$ cat src/rtl/bram_burst_reader_if.sv
// Signal bundle between the burst reader, its BRAM port and the beat consumer.
// The bundle also carries the burst request and status signals.
interface bram_burst_reader_if #(
    parameter int ADDR_W = 10,
    parameter int LEN_W  = 9
);
    logic              start;
    logic [ADDR_W-1:0] base_addr;
    logic [LEN_W-1:0]  beat_len;
    logic              bram_en;
    logic [ADDR_W-1:0] bram_addr;
    logic [63:0]       bram_rdata;
    logic [31:0]       m_tdata;
    logic              m_tvalid;
    logic              m_tready;
    logic              m_tlast;
    logic              busy;
    logic              done;

    // A beat transfers on a rising edge where m_tvalid & m_tready. Once m_tvalid is
    // high, m_tdata/m_tlast stay unchanged until that transfer; m_tvalid never depends on m_tready.
    modport master (
        input  start, base_addr, beat_len, bram_rdata, m_tready,
        output bram_en, bram_addr, m_tdata, m_tvalid, m_tlast, busy, done
    );

    modport slave (
        output start, base_addr, beat_len, bram_rdata, m_tready,
        input  bram_en, bram_addr, m_tdata, m_tvalid, m_tlast, busy, done
    );
endinterface

$ cat src/rtl/bram_burst_reader.sv
// Burst reader: fetches 64-bit BRAM words through a 2-word prefetch buffer.
// Each word is emitted as two 32-bit stream beats, upper half first.
module bram_burst_reader #(
    parameter int ADDR_W   = 10,
    parameter int LEN_W    = 9,
    parameter int BRAM_LAT = 1
) (
    input  logic                       clk,
    input  logic                       rst_n,
    bram_burst_reader_if.master        bus,
    output logic [1:0]                 dbg_state
);
    typedef enum logic [1:0] {
        IDLE = 2'd0,
        RUN  = 2'd1,
        FIN  = 2'd2
    } state_e;

    state_e              state_q, state_d;
    logic                busy_q, busy_d;
    logic                done_q, done_d;
    logic [LEN_W-1:0]    beats_left_q, beats_left_d;
    logic [LEN_W-1:0]    words_left_q, words_left_d;
    logic [ADDR_W-1:0]   next_addr_q, next_addr_d;
    logic [ADDR_W-1:0]   bram_addr_q, bram_addr_d;
    logic                half_sel_q, half_sel_d;
    logic [BRAM_LAT-1:0] infl_q, infl_d;
    logic [63:0]         buf_q [2];
    logic [63:0]         buf_d [2];
    logic                rd_ptr_q, rd_ptr_d;
    logic                wr_ptr_q, wr_ptr_d;
    logic [1:0]          count_q, count_d;

    logic [2:0]          infl_cnt;
    logic [2:0]          occupancy;
    logic [LEN_W-1:0]    words_init;
    logic [63:0]         head;
    logic                tvalid, last_beat, hs, pop, capture, issue;

    assign tvalid     = (count_q != 2'd0);
    assign last_beat  = (beats_left_q == LEN_W'(1));
    assign hs         = tvalid & bus.m_tready;
    // An odd-length burst drops the lower half of its final word.
    assign pop        = hs & (half_sel_q | last_beat);
    assign capture    = infl_q[BRAM_LAT-1];
    assign words_init = {1'b0, bus.beat_len[LEN_W-1:1]} + LEN_W'(bus.beat_len[0]);
    assign head       = buf_q[rd_ptr_q];

    always_comb begin
        infl_cnt = 3'd0;
        for (int i = 0; i < BRAM_LAT; i++) begin
            infl_cnt = infl_cnt + {2'b00, infl_q[i]};
        end
    end

    // The word leaving this cycle frees its slot, which keeps back-to-back issue bubble-free.
    assign occupancy = {1'b0, count_q} + infl_cnt - {2'b00, pop};
    assign issue     = (state_q == RUN) && (words_left_q != '0) && (occupancy < 3'd2);

    assign bus.bram_en   = issue;
    assign bus.bram_addr = issue ? next_addr_q : bram_addr_q;
    assign bus.m_tdata   = half_sel_q ? head[31:0] : head[63:32];
    assign bus.m_tvalid  = tvalid;
    assign bus.m_tlast   = tvalid & last_beat;
    assign bus.busy      = busy_q;
    assign bus.done      = done_q;
    assign dbg_state     = state_q;

    always_comb begin
        buf_d    = buf_q;
        wr_ptr_d = wr_ptr_q;
        rd_ptr_d = rd_ptr_q;
        if (capture) begin
            buf_d[wr_ptr_q] = bus.bram_rdata;
            wr_ptr_d        = ~wr_ptr_q;
        end
        if (pop) begin
            rd_ptr_d = ~rd_ptr_q;
        end
        count_d = count_q + {1'b0, capture} - {1'b0, pop};
        infl_d    = infl_q << 1;
        infl_d[0] = issue;
    end

    always_comb begin
        state_d      = state_q;
        beats_left_d = beats_left_q;
        words_left_d = words_left_q;
        next_addr_d  = next_addr_q;
        bram_addr_d  = bram_addr_q;
        half_sel_d   = half_sel_q;

        if (issue) begin
            words_left_d = words_left_q - LEN_W'(1);
            next_addr_d  = next_addr_q + ADDR_W'(1);
            bram_addr_d  = next_addr_q;
        end
        if (hs) begin
            beats_left_d = beats_left_q - LEN_W'(1);
            half_sel_d   = pop ? 1'b0 : ~half_sel_q;
        end

        unique case (state_q)
            IDLE: begin
                if (bus.start) begin
                    next_addr_d  = bus.base_addr;
                    beats_left_d = bus.beat_len;
                    words_left_d = words_init;
                    half_sel_d   = 1'b0;
                    state_d      = RUN;
                end
            end
            // A zero-length burst spends one busy cycle here before completing.
            RUN: begin
                if ((beats_left_q == '0) || (hs && last_beat)) begin
                    state_d = FIN;
                end
            end
            FIN:     state_d = IDLE;
            default: state_d = IDLE;
        endcase

        busy_d = (state_d == RUN);
        done_d = (state_d == FIN);
    end

    always_ff @(posedge clk or negedge rst_n) begin
        if (!rst_n) begin
            state_q      <= IDLE;
            busy_q       <= 1'b0;
            done_q       <= 1'b0;
            beats_left_q <= '0;
            words_left_q <= '0;
            next_addr_q  <= '0;
            bram_addr_q  <= '0;
            half_sel_q   <= 1'b0;
            infl_q       <= '0;
            buf_q[0]     <= '0;
            buf_q[1]     <= '0;
            rd_ptr_q     <= 1'b0;
            wr_ptr_q     <= 1'b0;
            count_q      <= 2'd0;
        end else begin
            state_q      <= state_d;
            busy_q       <= busy_d;
            done_q       <= done_d;
            beats_left_q <= beats_left_d;
            words_left_q <= words_left_d;
            next_addr_q  <= next_addr_d;
            bram_addr_q  <= bram_addr_d;
            half_sel_q   <= half_sel_d;
            infl_q       <= infl_d;
            buf_q[0]     <= buf_d[0];
            buf_q[1]     <= buf_d[1];
            rd_ptr_q     <= rd_ptr_d;
            wr_ptr_q     <= wr_ptr_d;
            count_q      <= count_d;
        end
    end
endmodule

$ cat src/flat_wrapper.sv
// flat-port wrapper written by rule: the top's interface ports become plain ports
module bram_burst_reader_flat 
#(
    parameter int ADDR_W   = 10,
    parameter int LEN_W    = 9,
    parameter int BRAM_LAT = 1
)
  (clk, rst_n, dbg_state, bus_start, bus_base_addr, bus_beat_len, bus_bram_rdata, bus_m_tready, bus_bram_en, bus_bram_addr, bus_m_tdata, bus_m_tvalid, bus_m_tlast, bus_busy, bus_done);
  bram_burst_reader_if #(.ADDR_W(ADDR_W), .LEN_W(LEN_W)) bus_i ();
  input  logic clk;
  input  logic rst_n;
  output logic [1:0] dbg_state;
  input wire logic [$bits(bus_i.start)-1:0] bus_start;
  input wire logic [$bits(bus_i.base_addr)-1:0] bus_base_addr;
  input wire logic [$bits(bus_i.beat_len)-1:0] bus_beat_len;
  input wire logic [$bits(bus_i.bram_rdata)-1:0] bus_bram_rdata;
  input wire logic [$bits(bus_i.m_tready)-1:0] bus_m_tready;
  output wire logic [$bits(bus_i.bram_en)-1:0] bus_bram_en;
  output wire logic [$bits(bus_i.bram_addr)-1:0] bus_bram_addr;
  output wire logic [$bits(bus_i.m_tdata)-1:0] bus_m_tdata;
  output wire logic [$bits(bus_i.m_tvalid)-1:0] bus_m_tvalid;
  output wire logic [$bits(bus_i.m_tlast)-1:0] bus_m_tlast;
  output wire logic [$bits(bus_i.busy)-1:0] bus_busy;
  output wire logic [$bits(bus_i.done)-1:0] bus_done;
  assign bus_i.start = bus_start;
  assign bus_i.base_addr = bus_base_addr;
  assign bus_i.beat_len = bus_beat_len;
  assign bus_i.bram_rdata = bus_bram_rdata;
  assign bus_i.m_tready = bus_m_tready;
  assign bus_bram_en = bus_i.bram_en;
  assign bus_bram_addr = bus_i.bram_addr;
  assign bus_m_tdata = bus_i.m_tdata;
  assign bus_m_tvalid = bus_i.m_tvalid;
  assign bus_m_tlast = bus_i.m_tlast;
  assign bus_busy = bus_i.busy;
  assign bus_done = bus_i.done;
  bram_burst_reader #(.ADDR_W(ADDR_W), .LEN_W(LEN_W), .BRAM_LAT(BRAM_LAT)) u_core (.clk(clk), .rst_n(rst_n), .bus(bus_i), .dbg_state(dbg_state));
endmodule
$ cat config.mk
export PLATFORM = sky130hd
export DESIGN_NAME = bram_burst_reader_flat
export DESIGN_NICKNAME = d
export VERILOG_FILES = /design/src/rtl/bram_burst_reader_if.sv /design/src/rtl/bram_burst_reader.sv /design/src/flat_wrapper.sv
export SDC_FILE = /design/constraint.sdc
export NUM_CORES = 1
export LEC_CHECK = 0
export CAP_MARGIN = 40
export CORE_ASPECT_RATIO = 0.9
export CORE_MARGIN = 10
export CORE_UTILIZATION = 55
export CTS_BUF_LIST = sky130_fd_sc_hd__clkbuf_8
export CTS_CLUSTER_DIAMETER = 100
export DETAILED_ROUTE_END_ITERATION = 10
export GPL_ROUTABILITY_DRIVEN = 0
export PLACE_DENSITY = 0.82
export SYNTH_ARGS = -nofsm -noshare
export SYNTH_HDL_FRONTEND = slang
export SYNTH_SLANG_ARGS = --single-unit
export TNS_END_PERCENT = 50
$ cat constraint.sdc
create_clock -name clk -period 13.1 [get_ports clk]
set_clock_uncertainty 0.15 [all_clocks]
set_input_delay 3.93 -clock clk [delete_from_list [all_inputs] [get_ports clk]]
set_output_delay 3.93 -clock clk [all_outputs]
set_load 0.03 [all_outputs]
==> reports/results.ini, run 1 <==
[clock_network]
clk_path_buf_depth = 2
cts_tree = built
cts_root_buf = clkbuf_8
ctsHoldBuffers = 0
cts_sinks = 176
cts_resized = 0
cts_max_level = 4
cts.clk_slew.worst_paths_ns = 0.09
cts_setup_buffers = 0
insertion_delay_ns = 0.46
cts_made_buffers = 17

[grt]
grt_max_degree = 90
grt_pass1_vias = 5748
grt_usage_pct = 18.1
grt_antenna_before_repair = 0
grt_pass1_wl_um = 29000
gr-total-overflow = 0

[pwr]
p_leak_nw = 4.09
switching_power_mw = 1.11
peakVddDrop_v = 0.000275
p_seq_share_pct = 33.8
p_comb_share_pct = 51.9
switching_share_pct = 38.0
cellPowerDensity_nw_per_um2 = 290
p_int_mw = 1.80
power_frac_clock_pct = 14.2

[floorplanning]
die_h_um = 134
die_x_um = 147
initial_core_util_pct = 56.5
fp-row-count = 41
coreArea_um2 = 14200
io_pins = 136
dieArea_um2 = 19800

[cells_and_area]
fill_cells = 966
nets = 790
syn2layout_area_growth_pct = 25.5
drive_above_1_share_pct = 31.7
finish.utilization_pct = 70.9
antenna_cells = 0

[detailed_routing]
drtAntennaViolNets = 0
drt_iter0_markers = 229
wl_per_cell_um = 19.4
drc = 0
routed_wl_um = 17500
num_vias = 5097
drtPass1Iterations = 4
viasPerCell = 5.67

[timing]
fmaxAchievable_mhz = 83.4
hold_violations = 0
tightest_slew_ns = 0.856
fin_crit_sh_pct = 91.5
grt_setup_unrepaired = false
timing.slew.headroom_pct = 42.8
finalMaxSlewViolations = 0
setup_viol = 0
period_needed_ns = 11.99
tns_ns = 0

[worst_setup_path]
cp-startpoint = bus_m_tready
cp_top_family = buffers and inverters
crit_buf_inv = 6
crit_top_cell = inv_1
cp-end-kind = output pin
cpPeakStageDelay_ns = 0.71
cpMaxStageDelayCell = nor4b_4
r2r_start = u_core.beats_left_q[6]
crit_chain = clkdlybuf4s50_1 -> o21ai_1 -> nor2_1 -> ha_1 -> inv_1 -> ha_1 -> inv_1 -> fa_1 -> inv_1 -> nor4b_4 -> nand2_4 -> inv_2 -> nand2_1 -> nand2_1 -> clkdlybuf4s50_1
cp_max_fo = 19
cp.required_ns = 9.02
crit_path_start_kind = input pin
worst_ep_arrival_time_ns = 7.91
crit_type = in2out

[min_path]
min_from = u_core.rd_ptr_q
hold_path_class = reg2reg

[yosys]
synthArstFlopShare_pct = 100
yosysWarnings = 0
syn_inst = 560
synth_cell_types = 52
synth_edf_count = 0
syn-num-nets = 657
ys_seq_area_share_pct = 55.0
synth_seq_cells = 176
netlist_area_um2 = 8000
syn_avg_cell_area_um2 = 14.3
dominantRegCellSynth = dfrtp_1

[outcome]
status = completed

[placed_design]
io_buffer_count = 135
dpl.hpwl_um = 12200

[flow_run]
cap_violations = 0

[layer usage]
layer | routed length [um] | track usage [%]
met1 | 7780 | 22.0
met5 | 0 | 0
met2 | 8410 | 29.5
met3 | 1020 | 6.15
met4 | 270 | 6.16
[stage by stage]
step / setup WS, ns / hold WS, ns / instance area, um^2 / power, mW / instances
final: 1.11 / 0.322 / 10000 / 2.91 / 899
after CTS: 1.12 / 0.322 / 10000 / 2.94 / 899
after floorplan: 2.69 / 0.311 / 8000 / 2.01 / 560
after detailed placement: 1.13 / 0.310 / 9590 / 2.52 / 867
after global placement: 1.24 / 0.311 / 9520 / 2.44 / 864
after global routing: 0.806 / 0.349 / 10000 / 3.08 / 899
[cells in the final DEF, fill, tap and decap left out, drive strengths merged, types with 2 or more instances in the layout]
master           n
inv             13
o21ai           20
or4              2
xnor2           11
nor3             3
and3             5
mux2i            2
xor2            16
mux4            32
clkinvlp         3
buf              9
nor2            25
o311ai           2
or2              2
nand4            8
a21oi            6
clkbuf          19
clkinv           4
nand3            9
ha               9
nor4             3
or3              3
dfrtp          176
clkdlybuf4s50  134
nor4bb           2
bufinv           4
mux2           137
nand2           26
a31oi            4
[state kept, by name, summed over array words and instances, names as in the netlist, 2 cells and up]
signal,count
u_core.beats_left_q,9
u_core.bram_addr_q,10
u_core.buf_q,128
u_core.count_q,2
u_core.dbg_state,2
u_core.next_addr_q,10
u_core.words_left_q,9
[Yosys cell counts, types with 2 or more instances]
cell	instances	area, um^2
nor3_1	3	15.0
xnor2_1	11	96.3
mux2i_1	2	20.0
or3_1	2	12.5
and3_1	5	31.3
nand3_1	9	45.0
xor2_1	16	140
buf_2	10	50.1
nand2_1	25	93.8
o21ai_0	19	95.1
or2_2	2	12.5
nor4bb_1	2	20.0
nand4_1	8	50.1
dfrtp_1	176	4400
buf_1	3	11.3
mux4_2	32	721
a31oi_1	4	25.0
buf_4	2	15.0
inv_1	10	37.5
mux2_2	137	1540
ha_1	9	113
nor2_1	25	93.8
a21oi_1	6	30.0
clkbuf_1	14	52.6
[cell type report]
type                       count  area (um^2)  area share (%)
timing repair buffer         143         1470            14.6
tap                          193          241            2.41
inverter                      11         41.3           0.411
clock buffer                  19          262            2.60
multi-input combinational    344         3440            34.2
clock inverter                13          186            1.86
sequential                   176         4410            43.9
[power groups by stage]
stage,registers [mW],clock network (mW),logic [mW]
floorplan,0.941,0,1.07
global placement,0.992,0,1.45
detailed placement,0.993,0,1.52
CTS,0.984,0.424,1.53
global route,1.02,0.445,1.62
finish,0.985,0.414,1.51
[path summary, 6_finish.rpt]
kind / cells after the start / slack, ns / to
max: 15 / 1.11 / bus_bram_addr[9]
min: 1 / 0.32 / u_core.rd_ptr_q
max reg2reg: 14 / 8.75 / u_core.next_addr_q[7]
min reg2reg: 1 / 0.32 / u_core.rd_ptr_q
max in group asynchronous: 3 / 8.26 / u_core.bram_addr_q[6]
min in group asynchronous: 1 / 3.35 / u_core.buf_q[39]
[kinds of logic (layout without fill, tap and decap cells)]
group	count (synthesis)	after routing	synth area share, %
flops	176	176	55.0
buf+inv	40	186	2.13
mux	171	171	28.5
simple gates	97	97	6.80
fa+ha+maj	10	10	1.66
compound gates	39	39	2.88
xor+xnor	27	27	2.96
Power figures use the tool's default switching activity.
==> run 2, diff against run 1 <==
--- a/config.mk
+++ b/config.mk
@@ -6,14 +6,16 @@
 export NUM_CORES = 1
 export LEC_CHECK = 0
 export CAP_MARGIN = 40
+export CELL_PAD_IN_SITES_DETAIL_PLACEMENT = 1
+export CELL_PAD_IN_SITES_GLOBAL_PLACEMENT = 2
 export CORE_ASPECT_RATIO = 0.9
 export CORE_MARGIN = 10
-export CORE_UTILIZATION = 55
+export CORE_UTILIZATION = 41
 export CTS_BUF_LIST = sky130_fd_sc_hd__clkbuf_8
 export CTS_CLUSTER_DIAMETER = 100
 export DETAILED_ROUTE_END_ITERATION = 10
 export GPL_ROUTABILITY_DRIVEN = 0
-export PLACE_DENSITY = 0.82
+export PLACE_DENSITY_LB_ADDON = 0.1
 export SYNTH_ARGS = -nofsm -noshare
 export SYNTH_HDL_FRONTEND = slang
 export SYNTH_SLANG_ARGS = --single-unit
==> reports/results.ini, run 2 (synthesis results as in run 1) <==
[cells_and_area]
nets = 791
drive_above_1_share_pct = 31.8
multi_input_area_um2 = 3450
fin_cells = 957
antenna_cells = 0
final_cell_mix = dfrtp_1, mux2_2, clkdlybuf4s50_1
syn2layout_area_growth_pct = 25.7
final_common_cell = dfrtp_1
reg.largest.list = u_core.buf_q x128, u_core.bram_addr_q x10, u_core.next_addr_q x10
fill_cells = 1892
largest_reg_flops = 128
regMostFlops = u_core.buf_q
seq_area_um2 = 4410

[flow_run]
cap_violations = 0

[floorplanning]
dieArea_um2 = 25500
die_x_um = 167
die_h_um = 153
coreArea_um2 = 19200
fp-row-count = 48
io_pins = 136
initial_core_util_pct = 41.8

[timing]
tns_ns = 0
grt_setup_unrepaired = false
fmaxAchievable_mhz = 83.1
timing.hold.ws_ns = 0.319
setup_viol = 0
finalMaxSlewViolations = 0
timing.slew.headroom_pct = 49.5
period_needed_ns = 12.03
fin_crit_sh_pct = 91.9
hold_violations = 0
tightest_slew_ns = 0.754

[pwr]
power_frac_clock_pct = 12.3
switching_power_mw = 1.13
p_seq_share_pct = 34.8
p_leak_nw = 4.06
cellPowerDensity_nw_per_um2 = 285
peakVddDrop_v = 0.000226
p_comb_share_pct = 52.8
p_int_mw = 1.74
switching_share_pct = 39.3

[clock_network]
cts_resized = 0
cts_setup_buffers = 0
insertion_delay_ns = 0.45
cts_max_level = 4
cts_root_buf = clkbuf_8
cts_sinks = 176
cts.clk_slew.worst_paths_ns = 0.08
cts_tree = built
clk_path_buf_depth = 2
ctsHoldBuffers = 0
cts_made_buffers = 17

[outcome]
status = completed

[detailed_routing]
routed_wl_um = 19300
viasPerCell = 5.30
num_vias = 5075
drtPass1Iterations = 4
drtAntennaViolNets = 0
wl_per_cell_um = 20.2
drt_iter0_markers = 252
drc = 0

[grt]
grt_pass1_wl_um = 32200
gr-total-overflow = 0
grt_antenna_before_repair = 0
grt_max_degree = 53
grt_pass1_vias = 5896
grt_usage_pct = 15.5

[worst_setup_path]
crit_path_start_kind = input pin
cp-end-kind = output pin
crit_type = in2out
cp.required_ns = 9.02
cp_max_fo = 19
worst_ep_arrival_time_ns = 7.95

[placed_design]
dpl.hpwl_um = 13900
dp.cells = 925
io_buffer_count = 135

[min_path]
hold_path_class = reg2reg

==> run 2: per-stage QoR <==
stage	util, %	total power [mW]	setup WS (ns)	instance area, um^2
floorplan	-	2.01	2.69	8000
CTS	52.5	2.91	1.05	10100
global route	52.5	3.07	0.692	10100
finish	52.5	2.87	1.07	10100
detailed placement	50.6	2.55	1.07	9690
global placement	50.1	2.47	1.16	9600
==> run 2: area by class of cell <==
cell class | count | share of cell area, %
timing repair buffer | 144 | 14.7
multi-input combinational | 344 | 34.3
inverter | 11 | 0.411
clock buffer | 17 | 2.33
sequential | 176 | 43.8
tap | 250 | 3.11
clock inverter | 15 | 1.33
==> run 2: worst paths after layout <==
check	start	to	slack, ns	cells after the start
worst max-delay path	bus_m_tready	bus_bram_addr[9]	1.07	15
worst min-delay path	u_core.rd_ptr_q	u_core.rd_ptr_q	0.32	1
worst min register to register	u_core.rd_ptr_q	u_core.rd_ptr_q	0.32	1
worst max register to register	u_core.beats_left_q[6]	u_core.words_left_q[4]	8.71	14
min in group asynchronous	rst_n	u_core.buf_q[8]	3.23	1
max in group asynchronous	rst_n	u_core.rd_ptr_q	7.68	4
==> run 2: metal layers <==
| metal | wire, um | up-vias | share of wire [%] | GRT usage (%) |
|---|---|---|---|---|
| met5 | 0 | - | 0 | 0 |
| met4 | 180 | 0 | 0.93 | 3.81 |
| met3 | 922 | 11 | 4.8 | 4.62 |
| met2 | 9600 | 92 | 50 | 25.7 |
| met1 | 8590 | 2673 | 45 | 19.3 |
| li1 | - | 2299 | - | - |
==> run 2: power by group through the flow <==
stage / combinational [mW] / clock, mW / sequential (mW)
floorplan: 1.07 / 0 / 0.941
global placement: 1.47 / 0 / 0.999
detailed placement: 1.54 / 0 / 1.01
CTS: 1.55 / 0.369 / 1.00
global route: 1.63 / 0.395 / 1.04
finish: 1.51 / 0.354 / 0.998
==> run 2: worst max-delay path: stages <==
cell,delay (ns)
clkdlybuf4s50_1,0.45
o21ai_1,0.28
nor2_1,0.14
ha_1,0.31
inv_1,0.06
ha_1,0.13
inv_1,0.04
fa_1,0.47
inv_1,0.07
nor4b_4,0.71
nand2_4,0.30
inv_2,0.23
nand2_1,0.07
nand2_1,0.08
clkdlybuf4s50_1,0.68
